<file path="config.mk">
export PLATFORM = sky130hd
export DESIGN_NAME = mips_mc_core
export DESIGN_NICKNAME = d
export VERILOG_FILES = /design/src/rtl/mips_mc_core.sv
export SDC_FILE = /design/constraint.sdc
export NUM_CORES = 2
export LEC_CHECK = 0
export BUFFER_PORTS_ARGS = -buffer_cell sky130_fd_sc_hd__buf_2
export CAP_MARGIN = 0
export CORE_MARGIN = 10
export CORE_UTILIZATION = 55
export CTS_CLUSTER_DIAMETER = 120
export DETAILED_ROUTE_END_ITERATION = 12
export HOLD_SLACK_MARGIN = 0.1
export PLACE_DENSITY = 0.74
export SLEW_MARGIN = 40
export SYNTH_ARGS = -nofsm -noshare
export SYNTH_HDL_FRONTEND = slang
export SYNTH_SLANG_ARGS = --single-unit
</file>
<file path="constraint.sdc">
create_clock -name clk -period 43.7 [get_ports clk]
set_input_delay 6.555 -clock clk [delete_from_list [all_inputs] [get_ports clk]]
set_output_delay 6.555 -clock clk [all_outputs]
set_load 0.02 [all_outputs]
</file>
<file path="src/rtl/mips_mc_core.sv">
// mips_mc_core: multi-cycle MIPS subset core with a single unified memory port.
//
// Supported instructions: addu, subu, ori, lui, lw, sw, beq, j (and jal when the
// MIPS_MC_JAL_EN macro is defined; otherwise jal is an illegal opcode).
// Each instruction walks FETCH -> DECODE -> EXEC [-> MEM] [-> WB]. The core stops
// in HALT on an illegal opcode/funct or when a memory transaction waits too long;
// only reset leaves HALT.
//
// Ports:
//   clk        single clock, rising edge
//   reset      asynchronous active-high reset
//   mem_req    memory transaction request (FETCH or MEM state)
//   mem_we     1 = store, 0 = load/fetch
//   mem_addr   word address (byte address bits [MEM_AW+1:2])
//   mem_wdata  store data
//   mem_rdata  load/fetch data, sampled when mem_req & mem_ready
//   mem_ready  completes the current transaction
//   halted     core stopped (illegal instruction or memory timeout)
//   retire     one-cycle pulse per completed instruction
//   pc_out     PC of the instruction in flight
//
// Configuration macro: MIPS_MC_JAL_EN (enables jal).
module mips_mc_core #(
  parameter logic [31:0] RESET_PC     = 32'h0000_3000,
  parameter int unsigned MEM_AW       = 10,
  parameter int unsigned MEM_WAIT_MAX = 255
) (
  input  logic              clk,
  input  logic              reset,
  output logic              mem_req,
  output logic              mem_we,
  output logic [MEM_AW-1:0] mem_addr,
  output logic [31:0]       mem_wdata,
  input  logic [31:0]       mem_rdata,
  input  logic              mem_ready,
  output logic              halted,
  output logic              retire,
  output logic [31:0]       pc_out
);

  // Wait counter holds 0 .. MEM_WAIT_MAX-1; the last value times out.
  localparam int unsigned WaitW = (MEM_WAIT_MAX > 2) ? $clog2(MEM_WAIT_MAX) : 1;
  localparam logic [WaitW-1:0] WaitLast = WaitW'(MEM_WAIT_MAX - 1);

`ifdef MIPS_MC_JAL_EN
  localparam logic JalEn = 1'b1;
`else
  localparam logic JalEn = 1'b0;
`endif

  localparam logic [5:0] OpRtype = 6'b000000;
  localparam logic [5:0] OpJ     = 6'b000010;
  localparam logic [5:0] OpJal   = 6'b000011;
  localparam logic [5:0] OpBeq   = 6'b000100;
  localparam logic [5:0] OpOri   = 6'b001101;
  localparam logic [5:0] OpLui   = 6'b001111;
  localparam logic [5:0] OpLw    = 6'b100011;
  localparam logic [5:0] OpSw    = 6'b101011;
  localparam logic [5:0] FnAddu  = 6'b100001;
  localparam logic [5:0] FnSubu  = 6'b100011;

  typedef enum logic [2:0] {
    StFetch,
    StDecode,
    StExec,
    StMem,
    StWb,
    StHalt
  } state_e;

  state_e            state_q, state_d;
  logic [31:0]       pc_q, pc_d;
  logic [31:0]       pc_inst_q, pc_inst_d;
  logic [31:0]       ir_q, ir_d;
  logic [31:0]       a_q, a_d;
  logic [31:0]       b_q, b_d;
  logic [31:0]       alu_q, alu_d;
  logic [31:0]       mdr_q, mdr_d;
  logic [WaitW-1:0]  wait_q, wait_d;
  logic [31:0]       rf_q [32];

  logic              rf_we;
  logic [4:0]        rf_waddr;
  logic [31:0]       rf_wdata;

  // Instruction fields
  logic [5:0]  opcode, funct;
  logic [4:0]  rs, rt, rd;
  logic [15:0] imm;
  logic [25:0] target;
  logic [31:0] imm_sext, imm_zext, jump_pc;
  logic        insn_legal;

  assign opcode   = ir_q[31:26];
  assign rs       = ir_q[25:21];
  assign rt       = ir_q[20:16];
  assign rd       = ir_q[15:11];
  assign funct    = ir_q[5:0];
  assign imm      = ir_q[15:0];
  assign target   = ir_q[25:0];
  assign imm_sext = {{16{imm[15]}}, imm};
  assign imm_zext = {16'h0000, imm};
  // pc_q already holds PC+4 once past FETCH.
  assign jump_pc  = {pc_q[31:28], target, 2'b00};

  always_comb begin
    insn_legal = 1'b0;
    case (opcode)
      OpRtype:                           insn_legal = (funct == FnAddu) || (funct == FnSubu);
      OpOri, OpLui, OpLw, OpSw, OpBeq, OpJ: insn_legal = 1'b1;
      OpJal:                             insn_legal = JalEn;
      default:                           insn_legal = 1'b0;
    endcase
  end

  always_comb begin
    state_d   = state_q;
    pc_d      = pc_q;
    pc_inst_d = pc_inst_q;
    ir_d      = ir_q;
    a_d       = a_q;
    b_d       = b_q;
    alu_d     = alu_q;
    mdr_d     = mdr_q;
    wait_d    = '0;
    rf_we     = 1'b0;
    rf_waddr  = 5'd0;
    rf_wdata  = 32'h0;
    mem_req   = 1'b0;
    mem_we    = 1'b0;
    mem_addr  = '0;
    mem_wdata = 32'h0;
    retire    = 1'b0;

    unique case (state_q)
      StFetch: begin
        mem_req  = 1'b1;
        mem_addr = pc_q[MEM_AW+1:2];
        if (mem_ready) begin
          ir_d      = mem_rdata;
          pc_inst_d = pc_q;
          pc_d      = pc_q + 32'd4;
          state_d   = StDecode;
        end else if (wait_q == WaitLast) begin
          pc_inst_d = pc_q;
          state_d   = StHalt;
        end else begin
          wait_d = wait_q + WaitW'(1);
        end
      end

      StDecode: begin
        a_d     = rf_q[rs];
        b_d     = rf_q[rt];
        state_d = insn_legal ? StExec : StHalt;
      end

      StExec: begin
        case (opcode)
          OpRtype: begin
            alu_d   = (funct == FnSubu) ? (a_q - b_q) : (a_q + b_q);
            state_d = StWb;
          end
          OpOri: begin
            alu_d   = a_q | imm_zext;
            state_d = StWb;
          end
          OpLui: begin
            alu_d   = {imm, 16'h0000};
            state_d = StWb;
          end
          OpLw, OpSw: begin
            alu_d   = a_q + imm_sext;
            state_d = StMem;
          end
          OpBeq: begin
            if (a_q == b_q) pc_d = pc_q + {imm_sext[29:0], 2'b00};
            retire  = 1'b1;
            state_d = StFetch;
          end
          OpJ: begin
            pc_d    = jump_pc;
            retire  = 1'b1;
            state_d = StFetch;
          end
          OpJal: begin
            rf_we    = 1'b1;
            rf_waddr = 5'd31;
            rf_wdata = pc_q;
            pc_d     = jump_pc;
            retire   = 1'b1;
            state_d  = StFetch;
          end
          default: state_d = StHalt;
        endcase
      end

      StMem: begin
        mem_req  = 1'b1;
        mem_addr = alu_q[MEM_AW+1:2];
        if (opcode == OpSw) begin
          mem_we    = 1'b1;
          mem_wdata = b_q;
        end
        if (mem_ready) begin
          if (opcode == OpSw) begin
            retire  = 1'b1;
            state_d = StFetch;
          end else begin
            mdr_d   = mem_rdata;
            state_d = StWb;
          end
        end else if (wait_q == WaitLast) begin
          state_d = StHalt;
        end else begin
          wait_d = wait_q + WaitW'(1);
        end
      end

      StWb: begin
        rf_we    = 1'b1;
        rf_waddr = (opcode == OpRtype) ? rd : rt;
        rf_wdata = (opcode == OpLw) ? mdr_q : alu_q;
        retire   = 1'b1;
        state_d  = StFetch;
      end

      StHalt: state_d = StHalt;

      default: state_d = StHalt;
    endcase

    // State sits in FETCH while reset is held; keep the bus quiet.
    if (reset) begin
      mem_req   = 1'b0;
      mem_we    = 1'b0;
      mem_addr  = '0;
      mem_wdata = 32'h0;
      retire    = 1'b0;
    end
  end

  assign halted = (state_q == StHalt);
  assign pc_out = (state_q == StFetch) ? pc_q : pc_inst_q;

  always_ff @(posedge clk or posedge reset) begin
    if (reset) begin
      state_q   <= StFetch;
      pc_q      <= RESET_PC;
      pc_inst_q <= RESET_PC;
      ir_q      <= 32'h0;
      a_q       <= 32'h0;
      b_q       <= 32'h0;
      alu_q     <= 32'h0;
      mdr_q     <= 32'h0;
      wait_q    <= '0;
    end else begin
      state_q   <= state_d;
      pc_q      <= pc_d;
      pc_inst_q <= pc_inst_d;
      ir_q      <= ir_d;
      a_q       <= a_d;
      b_q       <= b_d;
      alu_q     <= alu_d;
      mdr_q     <= mdr_d;
      wait_q    <= wait_d;
    end
  end

  // R0 is never written, so it always reads zero.
  always_ff @(posedge clk or posedge reset) begin
    if (reset) begin
      for (int i = 0; i < 32; i++) rf_q[i] <= 32'h0;
    end else if (rf_we && (rf_waddr != 5'd0)) begin
      rf_q[rf_waddr] <= rf_wdata;
    end
  end

endmodule
</file>
# Yosys cells after proc, flatten, opt, wreduce, memory -nomap -nowiden

Index checks and enable logic that the tools add are counted.

Input port bits: 35
Flip-flop bits (word level): 1259

Mux-type cells: 51
Bitwise operators: 5
Add/subtract/negate cells: 6
Reductions and logical operators: 21
Magnitude comparators: 4
Equal/unequal tests: 22

Operator list:

| cell                                                                  | number |
|---|---|
| 1024-bit bitwise mux                                                  | 1 |
| 32-bit two-way mux                                                    | 16 |
| 32-bit binary-select mux with 5-bit select                            | 2 |
| 32-bit one-hot mux with 2 select lines                                | 3 |
| 32-bit demux with 5-bit select                                        | 1 |
| 32-bit one-hot mux with 4 select lines                                | 1 |
| 32-bit adder                                                          | 3 |
| 32-bit by 3-bit adder with 32-bit output, second input constant       | 1 |
| 32-bit equality test                                                  | 1 |
| 32-bit by 16-bit OR with 32-bit output                                | 1 |
| 32-bit subtractor                                                     | 1 |
| 6-bit equality test, second input constant                            | 4 |
| 8-bit two-way mux                                                     | 3 |
| 10-bit one-hot mux with 2 select lines                                | 1 |
| 6-bit greater-or-equal comparator, second input constant              | 3 |
| 5-bit NOT with 6-bit output                                           | 3 |
| 3-bit two-way mux                                                     | 5 |
| 3-bit one-hot mux with 5 select lines                                 | 1 |
| 6-bit by 2-bit equality test with 1-bit output, second input constant | 2 |
| 6-bit by 4-bit equality test with 1-bit output, second input constant | 2 |
| 10-bit two-way mux                                                    | 1 |
| 5-bit two-way mux                                                     | 2 |
| 5-bit one-hot mux with 2 select lines                                 | 1 |
| 1-bit two-way mux                                                     | 9 |
| other kinds (27)                                                      | 41 |

# Depth between registers and ports, before layout

Word-level depth: 9
Mapped depth: 14
Depth with buffers taken out: 13

# Least setup slack after synthesis

OpenSTA, ideal clock, no wires.

Kind: input to output
From: in reset
To: out mem_wdata[22]
Cell stages on the path: 3
Data arrival time: 7.714 ns
Path buffers: 1
Path slack: 29.431 ns
Required time: 37.145 ns
Cells stage by stage: nor4_1 -> clkbuf_1 -> and2_1

Longest elaborated chain between the ends: 1

RTL lines:

| item               | RTL line | source |
|---|---|---|
| start, declared    | 29       | `input logic reset,` |
| 32-bit two-way mux | 234      | `if (reset) begin` |
| end, declared      | 33       | `output logic [31:0] mem_wdata,` |

Every way passes these cells.

# Worst setup path after layout

From: in reset
To: out mem_wdata[27]

The elaborated chain is that of the path after synthesis.

==> reports/qor.yml <==
clocking:
  clkLatencyLatePin_ns: 0.79
  cts_hold_buf: 0
  cts_tree: "yes"
  clk_pin_slew_ns: 0.06
  cts_max_path_buffers: 3
  htreeDepth: 4
  cts_made_buffers: 132
  cts_resized: 0
  post_cts_buffers: 0
  cts_root_buffer: "clkbuf_16"
  clock_sinks: 1255
min_path:
  min_path_type: "reg2reg"
  hold_end: "rf_q[1003]$_DFFE_PP0P_"
  min_from: "rf_q[1003]$_DFFE_PP0P_"
  hold_path_depth: 0
worst_setup_path:
  reg2reg_slack_ns: 38.54
  cp.required_ns: 37.15
  worstRegToRegCells: 8
  critPathLaunchType: "input port"
  crit_start: "reset"
  worstPathArrival_ns: 7.83
  r2r-end: "b_q[21]$_DFFE_PP0P_"
  crit_fanout: 33
  critical_path_class: "in2out"
  end_kind: "output port"
  regToRegStartpoint: "ir_q[16]$_DFFE_PP0P_"
timing:
  slew_headroom: 0.3976
  setup_violations: 0
  hold_viol: 0
  worst_slack_ns: 29.31
  rsz0062_at_grt: "false"
  setup_tns_ns: 0
  worst_pin_slew_ns: 0.9036
  period_needed_ns: 14.39
  fmax_mhz: 69.51
  skew_ns: 0.03478
  finalMaxSlewViolations: 0
  min_period_over_period: 0.3292
cells_and_area:
  drive_above_1_share: 0.1966
  stdcell_count: 8117
  multi_input_area_sq_mm: 0.03625
  seqCellArea_sq_mm: 0.03145
  layout.nets: 6542
  fillers: 9781
  area_growth_pct: 9.721
grt:
  grt-ovfl-total: 0
  grt_pass1_vias: 54380
  grt_use_total: 0.3198
  grt_max_degree: 132
  grt_pass1_wl_mm: 342.6
  antenna_found_initial: 5
die:
  fp.coreArea_sq_mm: 0.1259
  die-area_sq_mm: 0.1415
  initial_utilization: 0.5542
  fp-row-count: 130
  io_pins: 113
  die_h_um: 376.2
  chipWidth_um: 376.2
synth:
  async_flop_share: 1.000
  synth_ff_type: "dfrtp_1"
  seq_area_frac_synth: 0.4502
  ys_ff_latch: 1255
  synth.distinct_cells: 77
  synthesis.area_sq_mm: 0.06977
  avgSynthCellArea_sq_um: 10.56
  yosysWarnings: 0
  synth_enable_flop_cells: 0
  synthCells: 6610
route:
  wl_mm: 227.9
  antenna_left: 0
  initialDrtViolationCount: 7632
  drc: 0
  dr.pass1.iters: 5
  avgViaCountPerCell: 6.811
  num_vias: 55280
  wl_per_cell_um: 28.07
status:
  status: "finished clean"
power:
  peakVddDrop_mv: 0.03451
  p_leak_nw: 31.83
  p_total_w: 0.002356
  powerDensity_mw_per_mm2: 30.77
place:
  dp_hpwl_mm: 137.0
  gp_congestion: 0.9904
  post-place-ws_ns: 29.34
  place_inst: 7874
  io_buffer_count: 110
flow_run:
  cap_violations: 0
cells by family (layout without fill, tap and decap cells):
kind of cell | count (synthesis) | in the layout | synth area share
other | 1 | 3 | 0.00005374
xor gates and xnor gates | 75 | 75 | 0.009414
adders and majority gates | 145 | 145 | 0.02643
DFF | 1255 | 1255 | 0.4502
AOI/OAI and AO/OA | 1749 | 1749 | 0.1353
buffers and inverters | 731 | 586 | 0.03979
muxes | 789 | 789 | 0.2291
and+or+nand+nor | 1865 | 1865 | 0.1097
cell usage in the layout (no fill, tap or decap), drive strengths merged, types with 36 or more instances in the layout:
cell       n
clkbuf   185
nor3      50
a21oi    503
mux2      64
dfrtp   1251
o21ai   1004
mux4     640
and2      43
inv      118
ha       141
xnor2     51
nand2   1168
nand3     59
clkinv    36
mux2i     85
nor2     410
buf      233
per-layer routing:
layer	wire (um)	up-vias	GRT usage
met5	11	-	0
met4	14260	2	0.1775
met3	25910	796	0.08086
met2	103700	3432	0.4933
met1	84030	27690	0.4143
li1	-	23370	-
area by class of cell:
cell class              instances  share of cell area
clock inverters                54            0.007959
repair buffers                234             0.02478
flip-flops and latches       1255              0.4107
multi-input cells            4625              0.4736
well taps                    1650             0.02697
clock buffers                 184             0.05021
diodes                          1          0.00003269
inverters                     114            0.005753
Yosys cell counts (all sizes together) (26+ instances only):
cell,n,area [sq um]
xnor2,51,446.7
nor2,410,1541
a21oi,503,2517
dfrtp,1251,31310
mux2,64,720.7
mux4,640,14410
mux2i,85,850.8
o21ai,1004,5025
nand4,26,162.7
inv,112,420.4
buf,85,350.3
nand3,59,295.3
clkbuf,532,1998
a21o,28,210.2
nor3,50,255.3
and2,43,269.0
ha,141,1764
nand2,1168,4399
power breakdown:
group          leakage, nW  switching, W  internal, W
Sequential            17.4             0      0.00116
Combinational         12.3     0.0000256   0.00000286
Clock                 2.21      0.000489     0.000676
sequential cells by signal (all words and copies together) (netlist names):
register and count:
mdr_q 32, wait_q 8, pc_q 30, ir_q 32
alu_q 32, a_q 32, rf_q 1024, b_q 32
state_q 3, pc_inst_q 30
worst max-delay path: stages:
cell	delay (ns)
buf_2	0.22
nor4_2	0.28
buf_4	0.35
and2_1	0.20
buf_2	0.17
stage by stage:
step / instance area [sq um] / hold slack, ns / utilization
finish: 76560 / 0.3979 / 0.6081
global route: 76550 / 0.4121 / 0.6081
CTS: 76390 / 0.3969 / 0.6068
detailed placement: 71940 / 0.3836 / 0.5714
global placement: 71290 / 0.3763 / 0.5663
floorplan: 69780 / 0.4413 / -
worst max path at each step:
stage	to	slack [ns]	cells past startpoint
after floorplan	a_q[0]$_DFFE_PP0P_	1.71	2
after global placement	mem_wdata[7]	29.42	5
after detailed placement	mem_wdata[27]	29.34	5
after CTS	mem_wdata[27]	29.33	5
after global routing	mem_wdata[15]	29.21	5
final	mem_wdata[27]	29.31	5
No activity file was read; power rests on OpenSTA's default activity.
